--- src/rtl/spring_solver.sv ---
// Soft-body spring force stage: snapshots nodes and springs, accumulates Hooke forces one spring
// per cycle, then integrates velocities one node per cycle. Define SPRING_DAMPING_EN for damping.
module spring_solver #(
  parameter int DT            = 1,
  parameter int POSITION_SIZE = 8,
  parameter int VELOCITY_SIZE = 8,
  parameter int FORCE_SIZE    = 8,
  parameter int NUM_NODES     = 4,
  parameter int NUM_SPRINGS   = 6,
  parameter int K_SHIFT       = 2,
  parameter int DAMP_SHIFT    = 3,
  parameter int GRAVITY       = 1
) (
  input  logic                            clk_in,
  input  logic                            rst_in,
  input  logic                            begin_in,
  input  logic signed [POSITION_SIZE-1:0] pos_x_in    [NUM_NODES],
  input  logic signed [POSITION_SIZE-1:0] pos_y_in    [NUM_NODES],
  input  logic signed [VELOCITY_SIZE-1:0] vel_x_in    [NUM_NODES],
  input  logic signed [VELOCITY_SIZE-1:0] vel_y_in    [NUM_NODES],
  input  logic [$clog2(NUM_NODES):0]      spring_a_in [NUM_SPRINGS],
  input  logic [$clog2(NUM_NODES):0]      spring_b_in [NUM_SPRINGS],
  input  logic signed [POSITION_SIZE-1:0] rest_dx_in  [NUM_SPRINGS],
  input  logic signed [POSITION_SIZE-1:0] rest_dy_in  [NUM_SPRINGS],
  output logic signed [VELOCITY_SIZE-1:0] new_vel_x   [NUM_NODES],
  output logic signed [VELOCITY_SIZE-1:0] new_vel_y   [NUM_NODES],
  output logic                            busy_out,
  output logic                            result_out
);

  localparam int IW = $clog2(NUM_NODES) + 1;
  localparam int NW = (NUM_NODES > 1) ? $clog2(NUM_NODES) : 1;
  localparam int SW = (NUM_SPRINGS > 1) ? $clog2(NUM_SPRINGS) : 1;
  localparam int AW = FORCE_SIZE + $clog2(NUM_SPRINGS) + 1;

  localparam logic [1:0] IDLE      = 2'd0;
  localparam logic [1:0] SPRINGS   = 2'd1;
  localparam logic [1:0] INTEGRATE = 2'd2;
  localparam logic [1:0] DONE      = 2'd3;

  logic [1:0]    state_q;
  logic [SW-1:0] spr_idx_q;
  logic [NW-1:0] node_idx_q;

  logic signed [POSITION_SIZE-1:0] pos_x_q   [NUM_NODES];
  logic signed [POSITION_SIZE-1:0] pos_y_q   [NUM_NODES];
  logic signed [VELOCITY_SIZE-1:0] vel_x_q   [NUM_NODES];
  logic signed [VELOCITY_SIZE-1:0] vel_y_q   [NUM_NODES];
  logic [IW-1:0]                   spr_a_q   [NUM_SPRINGS];
  logic [IW-1:0]                   spr_b_q   [NUM_SPRINGS];
  logic signed [POSITION_SIZE-1:0] rest_dx_q [NUM_SPRINGS];
  logic signed [POSITION_SIZE-1:0] rest_dy_q [NUM_SPRINGS];
  logic signed [AW-1:0]            acc_x_q   [NUM_NODES];
  logic signed [AW-1:0]            acc_y_q   [NUM_NODES];
  logic signed [VELOCITY_SIZE-1:0] vout_x_q  [NUM_NODES];
  logic signed [VELOCITY_SIZE-1:0] vout_y_q  [NUM_NODES];

  function automatic logic signed [FORCE_SIZE-1:0] sat_force(input logic signed [31:0] v);
    logic signed [31:0] hi, lo;
    hi = (32'sd1 <<< (FORCE_SIZE - 1)) - 32'sd1;
    lo = -(32'sd1 <<< (FORCE_SIZE - 1));
    if (v > hi) return hi[FORCE_SIZE-1:0];
    if (v < lo) return lo[FORCE_SIZE-1:0];
    return v[FORCE_SIZE-1:0];
  endfunction

  function automatic logic signed [VELOCITY_SIZE-1:0] sat_vel(input logic signed [31:0] v);
    logic signed [31:0] hi, lo;
    hi = (32'sd1 <<< (VELOCITY_SIZE - 1)) - 32'sd1;
    lo = -(32'sd1 <<< (VELOCITY_SIZE - 1));
    if (v > hi) return hi[VELOCITY_SIZE-1:0];
    if (v < lo) return lo[VELOCITY_SIZE-1:0];
    return v[VELOCITY_SIZE-1:0];
  endfunction

  // Spring datapath for the current spring index.
  logic [IW-1:0]                sa, sb;
  logic [NW-1:0]                ia, ib;
  logic                         spring_ok;
  logic signed [31:0]           ex, ey;
  logic signed [FORCE_SIZE-1:0] fx, fy;
  logic signed [AW-1:0]         acc_xa, acc_xb, acc_ya, acc_yb;

  always_comb begin
    sa        = spr_a_q[spr_idx_q];
    sb        = spr_b_q[spr_idx_q];
    ia        = sa[NW-1:0];
    ib        = sb[NW-1:0];
    spring_ok = (sa != sb) && (int'(sa) < NUM_NODES) && (int'(sb) < NUM_NODES);
    ex        = 32'(pos_x_q[ib]) - 32'(pos_x_q[ia]) - 32'(rest_dx_q[spr_idx_q]);
    ey        = 32'(pos_y_q[ib]) - 32'(pos_y_q[ia]) - 32'(rest_dy_q[spr_idx_q]);
    fx        = sat_force(ex >>> K_SHIFT);
    fy        = sat_force(ey >>> K_SHIFT);
    acc_xa    = acc_x_q[ia] + AW'(fx);
    acc_xb    = acc_x_q[ib] - AW'(fx);
    acc_ya    = acc_y_q[ia] + AW'(fy);
    acc_yb    = acc_y_q[ib] - AW'(fy);
  end

  // Integration datapath for the current node index.
  logic signed [31:0]              damp_x, damp_y;
  logic signed [VELOCITY_SIZE-1:0] vx_new, vy_new;

`ifndef SPRING_DAMPING_EN
  logic unused_damp_shift;
  assign unused_damp_shift = (DAMP_SHIFT != 0);
`endif

  always_comb begin
`ifdef SPRING_DAMPING_EN
    damp_x = 32'(vel_x_q[node_idx_q]) >>> DAMP_SHIFT;
    damp_y = 32'(vel_y_q[node_idx_q]) >>> DAMP_SHIFT;
`else
    damp_x = '0;
    damp_y = '0;
`endif
    vx_new = sat_vel(32'(vel_x_q[node_idx_q]) + (32'(acc_x_q[node_idx_q]) - damp_x) * DT);
    vy_new = sat_vel(32'(vel_y_q[node_idx_q]) + (32'(acc_y_q[node_idx_q]) - damp_y) * DT
                     - GRAVITY * DT);
  end

  // Snapshot is only taken on an accepted start, so inputs may move freely afterwards.
  always_ff @(posedge clk_in) begin
    if (state_q == IDLE && begin_in) begin
      pos_x_q   <= pos_x_in;
      pos_y_q   <= pos_y_in;
      vel_x_q   <= vel_x_in;
      vel_y_q   <= vel_y_in;
      spr_a_q   <= spring_a_in;
      spr_b_q   <= spring_b_in;
      rest_dx_q <= rest_dx_in;
      rest_dy_q <= rest_dy_in;
    end
  end

  always_ff @(posedge clk_in) begin
    if (rst_in) begin
      state_q    <= IDLE;
      spr_idx_q  <= '0;
      node_idx_q <= '0;
      for (int i = 0; i < NUM_NODES; i++) begin
        acc_x_q[i]   <= '0;
        acc_y_q[i]   <= '0;
        vout_x_q[i]  <= '0;
        vout_y_q[i]  <= '0;
        new_vel_x[i] <= '0;
        new_vel_y[i] <= '0;
      end
    end else begin
      case (state_q)
        IDLE: begin
          if (begin_in) begin
            for (int i = 0; i < NUM_NODES; i++) begin
              acc_x_q[i] <= '0;
              acc_y_q[i] <= '0;
            end
            spr_idx_q <= '0;
            state_q   <= SPRINGS;
          end
        end
        SPRINGS: begin
          if (spring_ok) begin
            acc_x_q[ia] <= acc_xa;
            acc_x_q[ib] <= acc_xb;
            acc_y_q[ia] <= acc_ya;
            acc_y_q[ib] <= acc_yb;
          end
          if (spr_idx_q == SW'(NUM_SPRINGS - 1)) begin
            spr_idx_q  <= '0;
            node_idx_q <= '0;
            state_q    <= INTEGRATE;
          end else begin
            spr_idx_q <= spr_idx_q + SW'(1);
          end
        end
        INTEGRATE: begin
          vout_x_q[node_idx_q] <= vx_new;
          vout_y_q[node_idx_q] <= vy_new;
          if (node_idx_q == NW'(NUM_NODES - 1)) begin
            // Last node bypasses its register so outputs are valid throughout DONE.
            for (int i = 0; i < NUM_NODES; i++) begin
              new_vel_x[i] <= (NW'(i) == node_idx_q) ? vx_new : vout_x_q[i];
              new_vel_y[i] <= (NW'(i) == node_idx_q) ? vy_new : vout_y_q[i];
            end
            node_idx_q <= '0;
            state_q    <= DONE;
          end else begin
            node_idx_q <= node_idx_q + NW'(1);
          end
        end
        DONE:    state_q <= IDLE;
        default: state_q <= IDLE;
      endcase
    end
  end

  assign busy_out   = (state_q != IDLE);
  assign result_out = (state_q == DONE);

endmodule

--- config.mk ---
export PLATFORM = sky130hd
export DESIGN_NAME = spring_solver
export DESIGN_NICKNAME = d
export VERILOG_FILES = /design/src/rtl/spring_solver.sv
export SDC_FILE = /design/constraint.sdc
export NUM_CORES = 1
export LEC_CHECK = 0
export BUFFER_PORTS_ARGS = -buffer_cell sky130_fd_sc_hd__buf_2
export CAP_MARGIN = 20
export CORE_ASPECT_RATIO = 0.8
export CORE_MARGIN = 2
export CORE_UTILIZATION = 53
export DETAILED_ROUTE_END_ITERATION = 7
export PLACE_DENSITY = 0.86
export SLEW_MARGIN = 20
export SYNTH_ARGS = -nofsm -noshare
export SYNTH_HDL_FRONTEND = slang
export SYNTH_SLANG_ARGS = --single-unit
--- constraint.sdc ---
create_clock -name clk_in -period 9.3 [get_ports clk_in]
set_clock_uncertainty 0.05 [all_clocks]
set_input_delay 0.93 -clock clk_in [delete_from_list [all_inputs] [get_ports clk_in]]
set_output_delay 0.93 -clock clk_in [all_outputs]
set_load 0.02 [all_outputs]
### Word-level counts from Yosys, hierarchy flattened

Memory sizes are Yosys's and may differ from the RTL's. A register that Yosys moved wholly into a read port is not among the register bits.
Index checks and enable logic that the tools add are counted.

| storage, ports and cells | value |
|---|---|
| bits in registers | 267 |
| output and inout port bits | 66 |
| RAM bits | 160 |
| input port bits | 263 |
| memories | 4 |
| logic and storage cells | 223 |

| cells by class | value |
|---|---|
| bitwise operators | 12 |
| muxes and demuxes | 111 |
| equal/unequal tests | 9 |
| $add $sub $neg | 13 |
| reduce and logical (&&, ||, !) cells | 17 |
| order comparisons | 14 |

Memory list:

| memory | words | bits a word | rd ports | clocked after memory_dff | wr ports | line | source |
|---|---|---|---|---|---|---|---|
| acc_x_q | 4 | 12 | 3 | 1 | 4 | 53 | `logic signed [AW-1:0] acc_x_q [NUM_NODES];` |
| acc_y_q | 4 | 12 | 3 | 1 | 4 | 54 | `logic signed [AW-1:0] acc_y_q [NUM_NODES];` |
| vout_x_q | 4 | 8 | 4 | 4 | 4 | 55 | `logic signed [VELOCITY_SIZE-1:0] vout_x_q [NUM_NODES];` |
| vout_y_q | 4 | 8 | 4 | 4 | 4 | 56 | `logic signed [VELOCITY_SIZE-1:0] vout_y_q [NUM_NODES];` |

Operators with widths:

| operator | count |
|---|---|
| 8-bit 2-to-1 mux | 34 |
| 12-bit 2-to-1 mux | 12 |
| 8-bit binary-select mux with 2-bit select | 6 |
| 8-bit binary-select mux with 3-bit select | 2 |
| 12-bit OR reduction | 4 |
| 1-bit 2-to-1 mux | 31 |
| 2-bit 2-to-1 mux | 15 |
| 8-bit by 12-bit adder with 13-bit output | 2 |
| 12-bit by 8-bit adder with 12-bit output | 2 |
| 12-bit by 8-bit subtractor with 12-bit output | 2 |
| 9-bit by 8-bit subtractor with 10-bit output | 2 |
| 3-bit binary-select mux with 3-bit select | 2 |
| 3-bit 2-to-1 mux | 6 |
| 8-bit by 8-bit subtractor with 9-bit output | 2 |
| 8-bit > comparator (second input constant) | 2 |
| 8-bit < comparator (second input constant) | 2 |
| 8-bit OR reduction | 2 |
| 14-bit by 8-bit > comparator with 1-bit output (second input constant) | 1 |
| 14-bit by 8-bit < comparator with 1-bit output (second input constant) | 1 |
| 13-bit by 2-bit subtractor with 14-bit output (second input constant) | 1 |
| 13-bit by 8-bit > comparator with 1-bit output (second input constant) | 1 |
| 13-bit by 8-bit < comparator with 1-bit output (second input constant) | 1 |
| 3-bit >= comparator (second input constant) | 3 |
| 2-bit inverter with 3-bit output | 3 |
| other kinds (19) | 37 |

### Longest topological paths before layout

| depth | value |
|---|---|
| depth after elaboration | 17 |
| gate-level depth with buffers | 30 |
| depth with buffers taken out | 26 |

### Worst setup path after synthesis

OpenSTA, ideal clock, no wires.

| timing | value |
|---|---|
| kind | input -> register |
| from | input port begin_in |
| to | memory acc_x_q[0][0] (netlist name) (enable) |
| stages on the path | 3 |
| path slack | 585 ps |
| data arrival time | 8280 ps |
| buffers on the path | 0 |
| data required time | 8865 ps |
| cells stage by stage | and2_1 nor2_1 nand3_1 |

RTL lines:

| item | line | source |
|---|---|---|
| start, declared | 16 | `input logic begin_in,` |
| end, declared | 53 |  |

==> impl_metrics.tcl <==
set metrics [dict create \
    status "finished, final reports clean" \
    drc 0 \
    critPathArrivalTime_ns 7.97 \
    grt_setup_unrepaired "no" \
    via_per_inst 6.27 \
    cts_buffers 47 \
    io_buffers 328 \
    synth_xor_area_share_pct 2.87 \
    synth.distinct_cells 72 \
    setup_tns_ns 0 \
    ys_seq_elements 493 \
    worst_pin_slew_ns 1.05 \
    fmax_ghz 0.130 \
    crit_buf_inv 1 \
    synth-simple-area-share_pct 12.6 \
    wl_per_cell_um 22.2 \
    die-area_sq_mm 0.0500 \
    ys_seq_area_share_pct 55.0 \
    syn_inst 2290 \
    cp-end-kind "register" \
    antenna_found_initial 3 \
    synth_compound_area_share_pct 12.5 \
    cap_violations 0 \
    layout-drive-gt1-share_pct 20.2 \
    cts_sinks 493 \
    vias 20300 \
    initial_core_util_pct 54.0 \
    ys.warnings.count 0 \
    yosysTopAreaCellShare_pct 49.3 \
    drv_slew 0 \
    critPathRequiredTime_ns 9.56 \
    worstRegToRegCells 24 \
    period_share_pct 82.9 \
    cts_tree "built" \
    die_y_um 200 \
    max-clock-path-buffers 3 \
    worstHoldPathCells 2 \
    clk_pin_slew_ns 0.07 \
    maxSlewHeadroom_pct 29.8 \
    antenna_left 0 \
    fin_crit_ns 7.71 \
    cts.repair.resized 0 \
    cts_max_level 2 \
    grt_pass1_wl_mm 111 \
    grt-ovfl-total 0 \
    nets 2950 \
    synth_top_family_by_area "simple AND/OR/NAND/NOR gates" \
    fp.dieW_um 250 \
    hold_viol 0 \
    crit_chain "buf_4, mux2i_1, nand2b_1, nand2_1, a31oi_1, fa_1, ha_1, a21oi_1, o21bai_1, and2_1, a221oi_1, and3_1, nor2_1, ha_1, o21a_1, nor2_1, a31oi_1, nand2_1, maj3_1, a21oi_1, o211ai_1, and3_1, a211oi_1, o22ai_1" \
    n_fill_cell 3489 \
    wl_mm 71.7 \
    first_pass_iters 6 \
    syn_to_final_growth_pct 15.1 \
    start_kind "register" \
    post-cts-setup-buffers 0 \
    row_count 71 \
    path_delay_family "compound AO/OA/AOI/OAI gates" \
    clockRootBuffer "clkbuf_16" \
    synth_top_area_cell "edfxtp_1" \
    synth_edf_count 420 \
    slowest_stage "nand2_1" \
    syn_nets 2665 \
    ys.flop_type "edfxtp_1" \
    crit_path_max_incr_delay_ns 0.66 \
    yosys-top-cells-area "edfxtp_1, nand2_1, dfxtp_1, mux4_2, ha_1" \
    final_util_pct 62.2 \
    ys_top_cells_by_count "edfxtp_1, nand2_1, nor2_1" \
    clock_latency_ns 0.61 \
    async_reset_ff_share_pct 0 \
    cp_max_fo 30 \
    globalplace.congestion 0.930 \
    fin_hold_ws_ns 0.406 \
    drtIter0Drc 2579 \
    avgSynthCellArea_sq_um 11.2 \
    core-area_sq_mm 0.0473 \
    io_pins 329 \
    postCtsHoldBufs 0 \
    final-setup-viol-count 0 \
    grt_util_all_layers_pct 28.2 \
    synthAdderAreaFrac_pct 6.27 \
    cp.depth 24 \
    hp-class "reg -> reg" \
    place_hpwl_mm 49.6 \
    critPathKind "reg -> reg" \
    grt_max_degree 191 \
    grt_pass1_vias 20300 \
    muxShareOfSynthArea_pct 7.13 \
    synth_most_common_cell "edfxtp_1" \
    syn_area_sq_mm 0.0256 \
]
-- area by class of cell --
type                    count  area, sq um  area share, %
multi-input cells        1552        10600           36.1
clock buffers              61         1340           4.56
flip-flops and latches    493        14100           47.8
repair buffers            357         1870           6.36
well taps                 620          776           2.63
inverters                 124          465           1.58
clock inverters            26          287          0.973
diodes                      1         2.50        0.00850
-- logic make-up (layout without fill, tap and decap cells) --
kind of cell    Yosys count  count (layout)
simple gates            740             740
other cells               0               1
flops                   493             493
compound gates          501             501
xor+xnor                 82              82
mux                     109             109
buf+inv                 245             568
fa+ha+maj               120             120
-- metal layers --
metal	up-vias	part of all wire [%]	track usage (%)
li1	8978	-	-
met1	9632	36	34.7
met2	1369	48	47.1
met3	285	11	5.96
met4	2	5.3	14.3
met5	-	0.018	0
-- registers in the layout, indices dropped and copies added (netlist names), named ones only --
register and flops:
spr_b_q 18, spr_a_q 18, new_vel_x 32, vel_y_q 32, vout_x_q 32, pos_y_q 32, acc_y_q 48, vout_y_q 32
acc_x_q 48, vel_x_q 32, node_idx_q 2, state_q 2, spr_idx_q 3, pos_x_q 32, rest_dx_q 48, rest_dy_q 48
new_vel_y 32
-- through the flow --
stage	setup WS (ns)	area (sq um)	std cells
2_1_floorplan	0.585	25600	2290
3_3_place_gp	2.04	27800	3146
3_5_place_dp	1.70	27800	3146
4_1_cts	1.68	29400	3233
5_1_grt	1.05	29400	3233
6_report	1.59	29400	3234
-- worst min-delay path, stage by stage, from the launching register on --
cell	delay [ns]
dfxtp_1	0.31
nand2_1	0.05
a21oi_1	0.05
-- path summary, 6_finish.rpt --
kind         slack [ns]              to           from
max                1.59  acc_x_q[1][11]   spr_idx_q[0]
min                0.41   new_vel_y[12]  new_vel_y[12]
max reg2reg        1.59  acc_x_q[1][11]   spr_idx_q[0]
min reg2reg        0.41   new_vel_y[12]  new_vel_y[12]
-- cell usage in the layout, fill, tap and decap left out, types with 48 or more instances in the layout --
cell | Yosys | layout
mux4_2 | 57 | 57
a31oi_1 | 70 | 70
buf_2 | 5 | 328
clkbuf_16 | 0 | 50
nor2_1 | 128 | 126
inv_1 | 123 | 123
dfxtp_1 | 73 | 72
a211oi_1 | 48 | 48
edfxtp_1 | 420 | 420
ha_1 | 96 | 96
a21oi_1 | 121 | 121
nand3_1 | 57 | 53
o21ai_0 | 62 | 62
o22ai_1 | 101 | 101
xnor2_1 | 52 | 52
nand2_1 | 402 | 401
Power is not shown: default switching activity piles up to over one toggle a cycle in this logic, so the estimate is an artifact.
